[src/rtl/clk_div_ctrl_if.sv]
// Configuration channel of the clock divider: a half-period word offered
// with a valid/ready handshake, plus the rejection pulse for a zero word.
interface clk_div_ctrl_if #(
  parameter int CNT_W = 8
) ();
  logic             cfgValid;
  logic [CNT_W-1:0] cfgHalf;
  logic             cfgReady;
  logic             cfgErr;

  modport master (
    output cfgValid,
    output cfgHalf,
    input  cfgReady,
    input  cfgErr
  );

  modport slave (
    input  cfgValid,
    input  cfgHalf,
    output cfgReady,
    output cfgErr
  );
endinterface

[src/rtl/clk_div_ctrl.sv]
// Programmable clock divider. outClk has a half-period of 'active' input
// cycles. New ratios and stop requests are applied only on a falling edge
// of outClk, so the output never shows a shortened high pulse.
//
// state | meaning
// IDLE  | outClk held low, config words load 'active' directly
// RUN   | dividing; new config words are held until the next falling edge
// STOP  | en dropped while outClk high; finish the high phase, then IDLE
module clk_div_ctrl #(
  parameter int CNT_W    = 8,
  parameter int RST_HALF = 2
) (
  input  logic          clk,
  input  logic          rst_n,
  input  logic          en,
  clk_div_ctrl_if.slave cfg,
  output logic          outClk,
  output logic          outRise,
  output logic          busy
);

  localparam logic [1:0] ST_IDLE = 2'd0;
  localparam logic [1:0] ST_RUN  = 2'd1;
  localparam logic [1:0] ST_STOP = 2'd2;

  localparam logic [CNT_W-1:0] ONE       = CNT_W'(1);
  localparam logic [CNT_W-1:0] HALF_INIT = CNT_W'(RST_HALF);

  logic [1:0]       state_q, state_d;
  logic [CNT_W-1:0] active_q, active_d;
  logic [CNT_W-1:0] pend_q, pend_d;
  logic [CNT_W-1:0] cnt_q, cnt_d;
  logic             pend_v_q, pend_v_d;
  logic             out_clk_q, out_clk_d;
  logic             out_rise_q, out_rise_d;
  logic             cfg_err_q, cfg_err_d;

  logic accept, cfg_zero, counting, tc, fall_edge;

  assign accept    = cfg.cfgValid && !pend_v_q;
  assign cfg_zero  = (cfg.cfgHalf == '0);
  assign counting  = (state_q != ST_IDLE);
  // active_q is never zero, so active_q - 1 cannot wrap
  assign tc        = (cnt_q == active_q - ONE);
  assign fall_edge = counting && tc && out_clk_q;

  // Next-state logic: phase counter, held config word and FSM
  always_comb begin
    state_d    = state_q;
    active_d   = active_q;
    pend_d     = pend_q;
    pend_v_d   = pend_v_q;
    cnt_d      = cnt_q;
    out_clk_d  = out_clk_q;
    out_rise_d = 1'b0;
    cfg_err_d  = accept && cfg_zero;

    if (counting) begin
      if (tc) begin
        cnt_d      = '0;
        out_clk_d  = !out_clk_q;
        out_rise_d = !out_clk_q;
      end else begin
        cnt_d = cnt_q + ONE;
      end
      if (fall_edge && pend_v_q) begin
        active_d = pend_q;
        pend_v_d = 1'b0;
      end
      // accept implies pend_v_q == 0, so this never collides with the apply above;
      // a word taken on a falling edge therefore waits for the next one
      if (accept && !cfg_zero) begin
        pend_d   = cfg.cfgHalf;
        pend_v_d = 1'b1;
      end
    end

    case (state_q)
      ST_IDLE: begin
        if (accept && !cfg_zero) begin
          active_d = cfg.cfgHalf;
        end
        if (en) begin
          state_d   = ST_RUN;
          cnt_d     = '0;
          out_clk_d = 1'b0;
        end
      end
      ST_RUN: begin
        if (!en) begin
          if (!out_clk_q) begin
            // low phase: stop at once, suppressing any rising toggle due now
            state_d    = ST_IDLE;
            cnt_d      = '0;
            out_clk_d  = 1'b0;
            out_rise_d = 1'b0;
          end else if (fall_edge) begin
            state_d = ST_IDLE;
          end else begin
            state_d = ST_STOP;
          end
        end
      end
      ST_STOP: begin
        if (en) begin
          state_d = ST_RUN;
        end else if (fall_edge) begin
          state_d = ST_IDLE;
        end
      end
      default: state_d = ST_IDLE;
    endcase

    // Entering IDLE flushes any held word, including one accepted on this edge
    if (state_d == ST_IDLE && state_q != ST_IDLE && pend_v_d) begin
      active_d = pend_d;
      pend_v_d = 1'b0;
    end
  end

  // State registers; reset forces outClk low immediately
  always_ff @(posedge clk or negedge rst_n) begin
    if (!rst_n) begin
      state_q    <= ST_IDLE;
      active_q   <= HALF_INIT;
      pend_q     <= '0;
      pend_v_q   <= 1'b0;
      cnt_q      <= '0;
      out_clk_q  <= 1'b0;
      out_rise_q <= 1'b0;
      cfg_err_q  <= 1'b0;
    end else begin
      state_q    <= state_d;
      active_q   <= active_d;
      pend_q     <= pend_d;
      pend_v_q   <= pend_v_d;
      cnt_q      <= cnt_d;
      out_clk_q  <= out_clk_d;
      out_rise_q <= out_rise_d;
      cfg_err_q  <= cfg_err_d;
    end
  end

  assign cfg.cfgReady = !pend_v_q;
  assign cfg.cfgErr   = cfg_err_q;
  assign outClk       = out_clk_q;
  assign outRise      = out_rise_q;
  assign busy         = (state_q != ST_IDLE);

endmodule

[src/flat_wrapper.sv]
// flat-port wrapper written by rule: the top's interface ports become plain ports
module clk_div_ctrl_flat 
#(
  parameter int CNT_W    = 8,
  parameter int RST_HALF = 2
)
  (clk, rst_n, en, outClk, outRise, busy, cfg_cfgValid, cfg_cfgHalf, cfg_cfgReady, cfg_cfgErr);
  clk_div_ctrl_if #(.CNT_W(CNT_W)) cfg_i ();
  input  logic clk;
  input  logic rst_n;
  input  logic en;
  output logic outClk;
  output logic outRise;
  output logic busy;
  input wire logic [$bits(cfg_i.cfgValid)-1:0] cfg_cfgValid;
  input wire logic [$bits(cfg_i.cfgHalf)-1:0] cfg_cfgHalf;
  output wire logic [$bits(cfg_i.cfgReady)-1:0] cfg_cfgReady;
  output wire logic [$bits(cfg_i.cfgErr)-1:0] cfg_cfgErr;
  assign cfg_i.cfgValid = cfg_cfgValid;
  assign cfg_i.cfgHalf = cfg_cfgHalf;
  assign cfg_cfgReady = cfg_i.cfgReady;
  assign cfg_cfgErr = cfg_i.cfgErr;
  clk_div_ctrl #(.CNT_W(CNT_W), .RST_HALF(RST_HALF)) u_core (.clk(clk), .rst_n(rst_n), .en(en), .cfg(cfg_i), .outClk(outClk), .outRise(outRise), .busy(busy));
endmodule
[config.mk]
export PLATFORM = sky130hd
export DESIGN_NAME = clk_div_ctrl_flat
export DESIGN_NICKNAME = d
export VERILOG_FILES = /design/src/rtl/clk_div_ctrl_if.sv /design/src/rtl/clk_div_ctrl.sv /design/src/flat_wrapper.sv
export SDC_FILE = /design/constraint.sdc
export NUM_CORES = 1
export LEC_CHECK = 0
export ABC_CLOCK_PERIOD_IN_PS = 3300
export CAP_MARGIN = 25
export CORE_ASPECT_RATIO = 1.5
export CORE_MARGIN = 2
export CORE_UTILIZATION = 56
export DETAILED_ROUTE_END_ITERATION = 10
export PLACE_DENSITY = 0.81
export SYNTH_ARGS = -nofsm -noshare
export SYNTH_HDL_FRONTEND = slang
export SYNTH_SLANG_ARGS = --single-unit
[constraint.sdc]
create_clock -name clk -period 3.3 [get_ports clk]
set_input_delay 0.66 -clock clk [delete_from_list [all_inputs] [get_ports clk]]
set_output_delay 0.66 -clock clk [all_outputs]
set_load 0.005 [all_outputs]
# After elaboration in Yosys (flattened, before gate mapping)
# Cells that the tools add are included.
# word_totals
elab_cells	63
reg_bits	30
in_bits	12
# classes
n_eq_ne	3
add_sub_neg	2
n_mux	35
n_reduce_logical	15
# ops
op	count
two-way mux 8 bit	12
case mux 8 bit (2 select lines)	1
two-way mux 1 bit	14
two-way mux 2 bit	6
adder 8 x 1 -> 8 bit, second input constant	1
== test 8 bit	1
logical AND 1 bit	8
zero test 8 bit	1
subtractor 8 x 1 -> 8 bit, second input constant	1
case mux 2 bit (3 select lines)	1
zero test 2 bit	2
zero test 1 bit	3
== test 2 x 1 -> 1 bit, second input constant	1
== test 2 bit, second input constant	1
case mux 1 bit (2 select lines)	1
nonzero test 2 bit	1

# Longest topological paths before layout
# Gate-level depths: netlist of the first run.
# logic_depth
ltp_word	12
depth_mapped	10

# Worst setup path after synthesis of the first run
# OpenSTA, ideal clock, no wires.
# synth_path
path_kind	register to register
start	register u_core.active_q[1]
end	register u_core.active_q[0]
arrival_ps	2354
setup_ps	94
path_stages_with_launch	9
setup_slack_ps	852
period_less_slack_ps	2448
cell_sequence	dfstp_2 > inv_1 > ha_1 > xor2_1 > o211ai_1 > nor4b_4 > o211ai_2 > o311a_4 > a221oi_2
# synth_via
elab_chain_cells	12
word_cells_on_any_way	22
cone_classes	add/sub (1); eq/ne (1); mux (14); reduce/logical (6)
# synth_rtl
element	line_no	text
start: declaration	clk_div_ctrl.sv:30	logic [CNT_W-1:0] active_q, active_d;
start signal: assignment	clk_div_ctrl.sv:134	active_q <= active_d;
subtractor 8 x 1 -> 8 bit *	clk_div_ctrl.sv:44	assign tc = (cnt_q == active_q - ONE);
== test 8 bit *	clk_div_ctrl.sv:44	
logical AND 1 bit * (2 in series)	clk_div_ctrl.sv:45	assign fall_edge = counting && tc && out_clk_q;
two-way mux 2 bit	clk_div_ctrl.sv:97	end else if (fall_edge) begin
two-way mux 2 bit	clk_div_ctrl.sv:91	if (!out_clk_q) begin
two-way mux 2 bit	clk_div_ctrl.sv:90	if (!en) begin
case mux 2 bit (3 select lines)	clk_div_ctrl.sv:78	case (state_q)
zero test 2 bit	clk_div_ctrl.sv:115	if (state_d == ST_IDLE && state_q != ST_IDLE && pend_v_d) begin
logical AND 1 bit (2 in series)	clk_div_ctrl.sv:115	
two-way mux 8 bit *	clk_div_ctrl.sv:115	
via u_core.active_d[0]	clk_div_ctrl.sv:30	
# Mark *: on every way through the listed nets, which the timed path passes. The rest lies on a longest branch.

# Worst setup path in the final report of the first run
# layout_path
start	register u_core.active_q[1]
end	register u_core.active_q[3]
# The elaborated chain is that of the path after synthesis.

==> flow_summary.ini, run 1 <==
[detailed_routing]
antenna_left = 0
drc = 0
wl_per_cell_um = 15.49
dr.pass1.iters = 4
via_count = 1406
vias_per_cell = 5.786
drt-total-wl_um = 3764
drt-initial-drc-count = 35

[setup_path]
worstPathCellList = inv_1 -> ha_1 -> xor2_1 -> o211ai_1 -> nor4b_4 -> o211ai_2 -> inv_2 -> o211ai_4 -> o311a_4 -> a221oi_2
cp.depth = 10
cp_max_fo = 8
crit_required_ns = 3.48
crit_start = u_core.active_q[1]
startpoint_type = flip-flop
rr_startpoint = u_core.active_q[1]
r2r_end = u_core.active_q[3]
path_delay_family = compound AO/OA/AOI/OAI gates
cp_data_arrival_time_ns = 3.00
end_kind = flip-flop
rrSetupSlack_ns = 0.48
worstSetupPathType = reg2reg
worst-path-buf-inv = 2
slowest_delay_ns = 0.56
cp-endpoint = u_core.active_q[3]
cp_slowest_cell = dfstp_2
reg2reg_depth = 10

[logic_synthesis]
synth_cells = 183
yosys-top-cells-area = dfrtp_1 41%, a221oi_2 6.8%, inv_1 4.4%, nor2_1 4.2%, xor2_1 3.9%
ys_seq_elements = 30
synth_warnings = 0
synth_area_leader_cell = dfrtp_1
ys_seq_area_share_pct = 42.32
ys_async_sr_fraction_pct = 100.0
postSynthAreaPerCell_um2 = 9.709
syn_nets = 198
synth_edf_count = 0
synth_area_um2 = 1777
yosysTopAreaCellShare_pct = 40.85
ys.flop_type = dfrtp_1
synth.most_common_cell = dfrtp_1
synth_commonest_cells = 29 x dfrtp_1, 21 x inv_1, 20 x nor2_1
synth_cell_types = 46

[cts]
post_cts_buffers = 0
cts.path.max_buffers = 2
cts_root_buf = clkbuf_8
cts_resized = 0
cts_htree_levels = 2
cts_sinks = 30
worstSkewPairLatency_ns = 0.28
cts_hold_buf = 0
clkTransAtPathRegs_ns = 0.06
cts_buffers = 5
cts_tree = yes

[power_and_ir_drop]
intPower_mw = 0.8256
swShare_pct = 37.27
finalPower_mw = 1.316
power_frac_comb_pct = 35.6
pwr-share-clk_pct = 20.9
net-switching-power_mw = 0.4905
ir_drop_mv = 0.4346
cellLeakagePower_nw = 0.8845
powerDensity_nw_per_um2 = 639.8
p_seq_share_pct = 43.6

[place]
dpl.cell_count = 235
port_buffers = 16
hpwlAfterDp_um = 2849
place_area_um2 = 1974
preCtsSetupSlack_ns = 0.3801
gp_congestion = 0.7778

[grt]
track_usage_pct = 23.75
antenna_found_initial = 0
grt_pass1_vias = 1453
grt_max_degree = 31
gr-total-overflow = 0
grt_pass1_wl_um = 6492

[final_layout]
fill_cells = 222
multiInputGateArea_um2 = 922.1
diodes = 0
stdcell_count = 243
fin_util_pct = 66.42
fin_area_um2 = 2057
drive_gt1_share_pct = 13.30
layout.nets = 217
syn2layout_area_growth_pct = 15.77
seq_area_um2 = 752.0

[die]
dieArea_um2 = 3649
die_height_um = 72.99
initial_core_util_pct = 57.37
ioPinCount = 17
die_x_um = 49.99
core_um2 = 3097
rows = 25

[sta]
finalCritPeriodShare_pct = 85.32
slew_headroom_pct = 53.38
fin_tns_setup_ns = 0
worst_slew_pin_slew_ns = 0.6929
fin_worst_skew_ns = 0.007404
max_freq_ghz = 0.3552
finalSetupViolations = 0
rsz0062_at_grt = no
post-route-min-period_ns = 2.815
worst_slack_ns = 0.4846
whs_ns = 0.5101
slew_violations = 0
hold_viol = 0

[min_path]
whs_path_depth = 2
hold_class = reg2reg

[status]
status = completed

[flow_run]
drv_cap = 0
-- cells in the final DEF, fill, tap and decap left out, types with 2 or more instances in the layout --
cell type,Yosys,routed
o21ai_0,11,11
ha_1,3,3
nor4_1,3,3
nor2_1,20,20
nor2b_1,3,3
a221oi_2,8,8
nor3_1,2,2
nand3_1,4,4
xnor2_1,7,7
clkinv_2,0,2
clkbuf_8,0,5
clkdlybuf4s50_1,0,16
xor2_1,8,8
a21oi_1,7,7
dfrtp_1,29,29
nand4_1,3,3
nand2_1,18,18
o211ai_1,3,3
inv_1,21,21
-- how the worst min path moves through the flow --
stage                               endpoint             start  slack, ns
after floorplan           u_core.active_q[0]             rst_n       0.36
after global placement    u_core.active_q[1]  u_core.pend_q[1]       0.51
after detailed placement  u_core.active_q[1]  u_core.pend_q[1]       0.50
after CTS                 u_core.active_q[1]  u_core.pend_q[1]       0.51
after global routing      u_core.active_q[1]  u_core.pend_q[1]       0.54
final                     u_core.active_q[1]  u_core.pend_q[1]       0.51
-- layout make-up --
type                       count  area share [%]
multi-input combinational    126           44.83
sequential                    30           36.56
timing repair buffer          17           8.151
inverter                      22           4.015
clock buffer                   6           3.528
tap                           40           2.433
clock inverter                 2          0.4866
-- worst reg2reg max path, delay by kind of cell (launching register included) --
kind,cells,cell delay (ns)
fa+ha+maj,1,0.31
xor+xnor,1,0.14
buf+inv,2,0.29
compound gates,5,1.07
flops,1,0.56
simple gates,1,0.34
-- flip-flops by register name, indices dropped and copies added (netlist names) --
register           cells
u_core.active_q        8
u_core.cnt_q           8
u_core.pend_q          8
u_core.state_q         2
u_core.cfg.cfgErr      1
u_core.outClk          1
u_core.outRise         1
u_core.pend_v_q        1
-- cell families after synthesis --
| group | synth area share (%) |
|---|---|
| DFF | 42.32 |
| AOI/OAI and AO/OA | 22.25 |
| buffers and inverters | 5.774 |
| xor gates and xnor gates | 8.310 |
| and+or+nand+nor | 18.66 |
| adders and majority gates | 2.676 |
-- power by group through the flow --
stage / clock [mW] / sequential [mW] / combinational [mW]
6_report: 0.274 / 0.573 / 0.468
5_1_grt: 0.291 / 0.585 / 0.522
4_1_cts: 0.280 / 0.572 / 0.467
3_5_place_dp: 0 / 0.575 / 0.458
3_3_place_gp: 0 / 0.567 / 0.436
2_1_floorplan: 0 / 0.552 / 0.354
-- routing by layer --
metal / vias to the layer above / track usage, % / wire length (µm)
met2: 51 / 42.84 / 2064
met5: - / 0 / 0
li1: 675 / - / -
met1: 667 / 24.56 / 1358
met3: 13 / 5.123 / 187
met4: 0 / 14.51 / 153
No activity file was read; power rests on OpenSTA's default activity.
==> run 2, diff against run 1 <==
Settings changed: PLACE_DENSITY 0.81 to 0.76, SKIP_LAST_GASP set to 1.
==> flow_summary.ini, run 2 (same netlist as run 1, synthesis figures left out) <==
[sta]
fin_tns_setup_ns = 0
max_freq_ghz = 0.3749
slew_violations = 0
finalCritPeriodShare_pct = 80.82
rsz0062_at_grt = no
post-route-min-period_ns = 2.667
finalSetupViolations = 0
hold_viol = 0
worst_slew_pin_slew_ns = 0.5963
slew_headroom_pct = 59.88
fin_worst_skew_ns = 0.007076

[detailed_routing]
highest_layer = met4
drc = 0
wl_met3_um = 109
routed-wl-met2_um = 1830
wl_per_cell_um = 13.91
drt-initial-drc-count = 25
vias_per_cell = 5.481
via_count = 1332
drt-total-wl_um = 3379
drt-met1-wl_um = 1388
antenna_left = 0
dr.pass1.iters = 4

[grt]
grt_pass1_wl_um = 5961
track_usage_pct = 21.93
grt_pass1_vias = 1330
antenna_found_initial = 0
gr-total-overflow = 0
grt_max_degree = 31

[final_layout]
syn2layout_area_growth_pct = 17.32
final_common_cell = dfrtp_1
drive_gt1_share_pct = 13.30
diodes = 0
fill_cells = 230
reg_top3 = u_core.active_q: 8 flops, u_core.cnt_q: 8 flops, u_core.pend_q: 8 flops
layout.nets = 217
fin_util_pct = 67.31
final_cell_mix = 29 x dfrtp_1, 21 x inv_1, 20 x nor2_1

[cts]
post_cts_buffers = 0
cts.path.max_buffers = 2
cts_sinks = 30
cts_resized = 0
clkTransAtPathRegs_ns = 0.07
cts_buffers = 5
cts_htree_levels = 2
worstSkewPairLatency_ns = 0.28
cts_tree = yes
cts_hold_buf = 0
cts_root_buf = clkbuf_8

[flow_run]
drv_cap = 0

[power_and_ir_drop]
finalPower_mw = 1.384
powerDensity_nw_per_um2 = 663.8
p_seq_share_pct = 41.1
power_frac_comb_pct = 32.8
net-switching-power_mw = 0.4798
swShare_pct = 34.68
ir_drop_mv = 0.4503
cellLeakagePower_nw = 0.8910
pwr-share-clk_pct = 26.2
intPower_mw = 0.9038

[die]
ioPinCount = 17
rows = 25
die_x_um = 49.99
die_height_um = 72.99
dieArea_um2 = 3649
initial_core_util_pct = 57.37
core_um2 = 3097

[status]
status = completed

[setup_path]
cp_max_fo = 8
worstSetupPathType = reg2reg
startpoint_type = flip-flop
end_kind = flip-flop
cp_data_arrival_time_ns = 2.86
crit_required_ns = 3.49

[place]
hpwlAfterDp_um = 2627
port_buffers = 16
gp_congestion = 0.7715

[min_path]
hold_class = reg2reg
## run 2: changes by cell type in the layout (fill, tap and decap cells not counted)
cell,previous run,this run
bufinv_16,0,1
clkinv_2,2,0
clkinvlp_4,0,1
## run 2: final timing paths
path	depth (start not counted)	startpoint	to	slack, ns
worst max register to register	10	u_core.active_q[1]	u_core.active_q[1]	0.63
worst min register to register	2	u_core.pend_q[1]	u_core.active_q[1]	0.53
worst min-delay path	2	u_core.pend_q[1]	u_core.active_q[1]	0.53
worst max-delay path	10	u_core.active_q[1]	u_core.active_q[1]	0.63
max in group asynchronous	2	rst_n	u_core.active_q[1]	2.23
min in group asynchronous	2	rst_n	u_core.state_q[0]	0.76
## run 2: cell type report
cell class / instances / area, µm² / share of cell area, %
clock buffers: 6 / 72.57 / 3.481
clock inverters: 2 / 37.54 / 1.801
inverters: 22 / 82.58 / 3.962
multi-input cells: 126 / 922.1 / 44.24
flip-flops and latches: 30 / 752.0 / 36.07
well taps: 40 / 50.05 / 2.401
repair buffers: 17 / 167.7 / 8.043
## run 2: power by group through the flow
| stage | registers, mW | clock network, mW | logic, mW |
|---|---|---|---|
| 3_5_place_dp | 0.573 | 0 | 0.452 |
| 5_1_grt | 0.582 | 0.387 | 0.507 |
| 2_1_floorplan | 0.552 | 0 | 0.354 |
| 6_report | 0.568 | 0.362 | 0.454 |
| 3_3_place_gp | 0.567 | 0 | 0.437 |
| 4_1_cts | 0.568 | 0.369 | 0.457 |
## run 2: stage by stage
| stage | instances | setup slack (ns) | instance area, µm² | hold slack, ns |
|---|---|---|---|---|
| 2_1_floorplan | 183 | 0.8517 | 1777 | 0.3644 |
| 3_3_place_gp | 235 | 0.4940 | 1974 | 0.5101 |
| 3_5_place_dp | 235 | 0.4106 | 1974 | 0.5225 |
| 4_1_cts | 243 | 0.6090 | 2085 | 0.5345 |
| 5_1_grt | 243 | 0.4637 | 2085 | 0.5607 |
| 6_report | 243 | 0.6329 | 2085 | 0.5348 |
## run 2: routing by layer
metal,vias to the layer above,global-route usage [%]
met5,-,0
met4,0,9.259
met3,6,5.123
met2,21,38.89
met1,631,24.83
li1,674,-
## run 2: critical path, stage by stage, from the launching register on
cell	delay, ns
dfstp_2	0.55
inv_1	0.07
ha_1	0.29
xor2_1	0.14
o211ai_1	0.14
nor4b_4	0.32
o211ai_2	0.25
inv_2	0.18
o211ai_4	0.11
o311a_4	0.20
a221oi_2	0.30
